===== src/rtl/mem_wrapper_access_arbiter.sv =====
// mem_wrapper_access_arbiter: round-robin info/main arbiter for the memory wrapper access path.
// Grant timeout/abort logic is built only when MEM_WRAPPER_ARB_TIMEOUT_EN is defined.
module mem_wrapper_access_arbiter #(
    parameter int NBW_TMO        = 8,
    parameter int TIMEOUT_CYCLES = 200
) (
    input  logic i_clk,
    input  logic i_rst,
    input  logic i_info_op_valid,
    input  logic i_main_op_valid,
    input  logic i_valid,
    output logic o_info_op_valid,
    output logic o_main_op_valid,
    output logic o_selector,
    output logic o_info_grant,
    output logic o_main_grant,
    output logic o_busy,
    output logic o_timeout,
    output logic o_timeout_main
);
    typedef enum logic [1:0] {IDLE = 2'd0, GNT_INFO = 2'd1, GNT_MAIN = 2'd2} state_t;
    state_t state;
    logic   last_main;
    logic   abort;
    logic   pick_main;
    if (TIMEOUT_CYCLES < 2 || TIMEOUT_CYCLES > (1 << NBW_TMO)) begin : g_bad_cfg
        $error("mem_wrapper_access_arbiter: TIMEOUT_CYCLES out of range for NBW_TMO");
    end
    // On a tie, the requester not served last wins
    assign pick_main = i_main_op_valid & (~i_info_op_valid | ~last_main);
    always_ff @(posedge i_clk) begin
        if (i_rst) begin
            state      <= IDLE;
            o_selector <= 1'b0;
            last_main  <= 1'b1;
        end else if (state == IDLE) begin
            if (i_info_op_valid | i_main_op_valid) begin
                state      <= pick_main ? GNT_MAIN : GNT_INFO;
                o_selector <= pick_main;
                last_main  <= pick_main;
            end
        end else if (i_valid | abort) begin
            state <= IDLE;
        end
    end
`ifdef MEM_WRAPPER_ARB_TIMEOUT_EN
    logic [NBW_TMO-1:0] tmo_cnt;
    // Completion on the terminal-count cycle wins over abort
    assign abort = (state != IDLE) && !i_valid && (tmo_cnt == NBW_TMO'(TIMEOUT_CYCLES - 1));
    always_ff @(posedge i_clk) begin
        if (i_rst) begin
            tmo_cnt        <= '0;
            o_timeout      <= 1'b0;
            o_timeout_main <= 1'b0;
        end else begin
            tmo_cnt   <= (state == IDLE) ? '0 : tmo_cnt + 1'b1;
            o_timeout <= abort;
            if (abort) o_timeout_main <= (state == GNT_MAIN);
        end
    end
`else
    assign abort          = 1'b0;
    assign o_timeout      = 1'b0;
    assign o_timeout_main = 1'b0;
`endif
    assign o_info_grant    = (state == GNT_INFO);
    assign o_main_grant    = (state == GNT_MAIN);
    assign o_busy          = (state != IDLE);
    assign o_info_op_valid = i_info_op_valid & o_info_grant;
    assign o_main_op_valid = i_main_op_valid & o_main_grant;
endmodule

===== config.mk =====
export PLATFORM = sky130hd
export DESIGN_NAME = mem_wrapper_access_arbiter
export DESIGN_NICKNAME = d
export VERILOG_FILES = /design/src/rtl/mem_wrapper_access_arbiter.sv
export SDC_FILE = /design/constraint.sdc
export NUM_CORES = 1
export LEC_CHECK = 0
export ABC_CLOCK_PERIOD_IN_PS = 1200
export CAP_MARGIN = 10
export CORE_AREA = 2 2 39 41
export CTS_CLUSTER_DIAMETER = 40
export CTS_CLUSTER_SIZE = 20
export DETAILED_ROUTE_END_ITERATION = 10
export DIE_AREA = 0 0 41 43
export HOLD_SLACK_MARGIN = 0.1
export PLACE_DENSITY = 0.44
export SETUP_SLACK_MARGIN = 0.05
export SKIP_LAST_GASP = 1
export SYNTH_ARGS = -nofsm -noshare
export SYNTH_HDL_FRONTEND = slang
export SYNTH_SLANG_ARGS = --single-unit

===== constraint.sdc =====
create_clock -name i_clk -period 1.2 [get_ports i_clk]
set_clock_uncertainty 0.05 [all_clocks]
set_input_delay 0.18 -clock i_clk [delete_from_list [all_inputs] [get_ports i_clk]]
set_output_delay 0.18 -clock i_clk [all_outputs]
set_load 0.02 [all_outputs]

==> results.json <==
{
  "required_ns": 1.27,
  "area_growth_pct": 110,
  "layout_common_cells": "buf_4 (7), buf_6 (5)",
  "critPathKind": "register to register",
  "clk_pin_slew_ns": 0.04,
  "worst_setup_path_end_kind": "register",
  "arrival_ns": 1.39,
  "postRouteAntennaNets": 0,
  "syn_inst": 25,
  "clock-sinks": 4,
  "hold_path.class": "input pin to register",
  "internal_power_w": 0.000376,
  "hpwlAfterDp_um": 485,
  "clock_path_buffers": 2,
  "drv_cap": 0,
  "drt-met1-wl_um": 258,
  "setup_viol": 5,
  "syn_area_um2": 221,
  "start_kind": "register",
  "leakage_nw": 0.212,
  "grt_pass1_wl_um": 993,
  "via_per_inst": 4.13,
  "drt_wl_total_um": 678,
  "worst_path_max_delay_cell": "or3b_4",
  "ys_types": 14,
  "grt_usage_pct": 9.23,
  "clock_latency_ns": 0.23,
  "max-vdd-ir-drop_uv": 351,
  "synth_top_cell_area_share_pct": 36.2,
  "synth-warning-count": 0,
  "grt_max_degree": 5,
  "layout_commonest_cell": "buf_4",
  "postCtsSetupBuffers": 0,
  "power_frac_seq_pct": 29.8,
  "io_pins": 13,
  "drt_first_pass_iters": 1,
  "dieWidth_um": 41,
  "ys_seq_area_share_pct": 36.2,
  "htree_levels": 1,
  "max_clock_freq_ghz": 0.760,
  "rsz0062_at_grt": "yes",
  "status": "finished with violations",
  "cts_buffers": 3,
  "powerDensity_mw_per_mm2": 1150,
  "drt-wirelength-per-cell_um": 11.1,
  "design.core.area_mm2": 0.00138,
  "cts_tree": "done",
  "antenna_found_initial": 0,
  "hold_viol": 0,
  "ys_ff_latch": 4,
  "finalWorstSetupSlack_ns": -0.115,
  "grt_remaining_overflow": 0,
  "post-route-util_pct": 33.6,
  "rows": 14,
  "die_h_um": 43,
  "drt-initial-drc-count": 0,
  "synth_area_leader_cell": "dfxtp_1",
  "fp.dieArea_mm2": 0.00176,
  "syn_avg_cell_area_um2": 8.86,
  "drc": 0,
  "total_power_w": 0.000536,
  "antennaDiodeCount": 0,
  "period_minus_slack_ns": 1.32,
  "cp_top_family": "simple AND/OR/NAND/NOR gates",
  "gp_congestion": 0.657,
  "io_buffers": 10,
  "cp_max_fo": 4,
  "swShare_pct": 29.8,
  "combinationalPowerShare_pct": 39.1,
  "initial_core_util_pct": 16.0,
  "synth.area.top_cells": "dfxtp_1 (36%), nor2b_1 (11%), and2_1 (8.5%), buf_4 (6.8%), inv_1 (5.1%)",
  "finalMaxSlewViolations": 0,
  "final_nets": 52,
  "drive_above_1_share_pct": 60.0,
  "netSwitchingPower_w": 0.000159,
  "cpPeakStageDelay_ns": 0.39,
  "top_layer": "met3",
  "cts_hold_buf": 0,
  "root_buffer": "clkbuf_4",
  "timing.critical_path.buf_inv": 1,
  "wl_met3_um": 62,
  "period_share_pct": 110,
  "violations": "setup timing",
  "grt_pass1_vias": 238,
  "wl_met2_um": 357,
  "path_cells": "buf_6 > or3b_4 > a221o_1",
  "pwr-share-clk_pct": 31.0,
  "vias": 252
}
[state kept, by name, summed over array words and instances (netlist names)]
signal and cells:
last_main 1, state 2, o_selector 1
[stage by stage]
| stage | area [µm²] | hold slack [ns] | cells | setup TNS (ns) | setup slack (ns) |
|---|---|---|---|---|---|
| 2_1_floorplan | 225 | 0.234 | 26 | -0.130 | -0.0643 |
| 3_3_place_gp | 390 | 0.452 | 58 | -2.40 | -0.424 |
| 3_5_place_dp | 390 | 0.449 | 58 | -2.40 | -0.427 |
| 4_1_cts | 439 | 0.460 | 61 | -0.442 | -0.149 |
| 5_1_grt | 465 | 0.476 | 61 | -0.603 | -0.139 |
| 6_report | 465 | 0.462 | 61 | -0.327 | -0.115 |
[synth_stat cells]
cell and count:
o41ai_1 1, dfxtp_1 4, a221o_1 1, nor2_1 1, and2_1 3, buf_4 2
o32ai_1 1, or4b_1 1, nor2b_1 4, or3b_1 1, inv_1 3, o2bb2ai_1 1
conb_1 1, or3b_2 1
[power by group through the flow]
stage | registers [W] | clock network [W] | logic [W]
2_1_floorplan | 0.000164 | 0 | 0.0000709
3_3_place_gp | 0.000158 | 0 | 0.000174
3_5_place_dp | 0.000158 | 0 | 0.000173
4_1_cts | 0.000158 | 0.000176 | 0.000186
5_1_grt | 0.000161 | 0.000190 | 0.000226
6_report | 0.000160 | 0.000166 | 0.000210
[metal layers]
layer	vias up	GRT usage (%)
met1	118	7.69
li1	123	-
met5	-	0
met2	11	14.7
met4	0	4.00
met3	0	7.85
[cell type report]
type                            count  area, µm²
Clock buffer                        3       22.5
Tap cell                           16       20.0
Inverter                            3       11.3
Fill cell                         152        918
Timing Repair Buffer               18        161
Sequential cell                     4       82.6
Multi-Input combinational cell     17        168
[worst paths after layout]
check	startpoint	slack, ns	cells past startpoint	to
max	state[0]	-0.12	3	last_main
min	i_info_op_valid	0.46	4	state[0]
max reg2reg	state[0]	-0.12	3	last_main
min reg2reg	last_main	0.46	1	last_main
[worst reg2reg max path: stages (launching register included)]
cell and delay (ns):
dfxtp_2 0.32, buf_6 0.12, or3b_4 0.39, a221o_1 0.31
[cell families after synthesis]
| kind of cell | after synthesis | share of synthesized area (%) |
|---|---|---|
| simple gates | 11 | 33.9 |
| buf+inv | 5 | 11.9 |
| compound gates | 4 | 16.4 |
| flops | 4 | 36.2 |
| other cells | 1 | 1.69 |
[repair_timing]
item	CTS	global route
pin swaps	2	2
gates cloned	0	0
resized for setup	33	10
endpoints found under the setup margin	10	9
No activity file was read; power rests on OpenSTA's default activity.
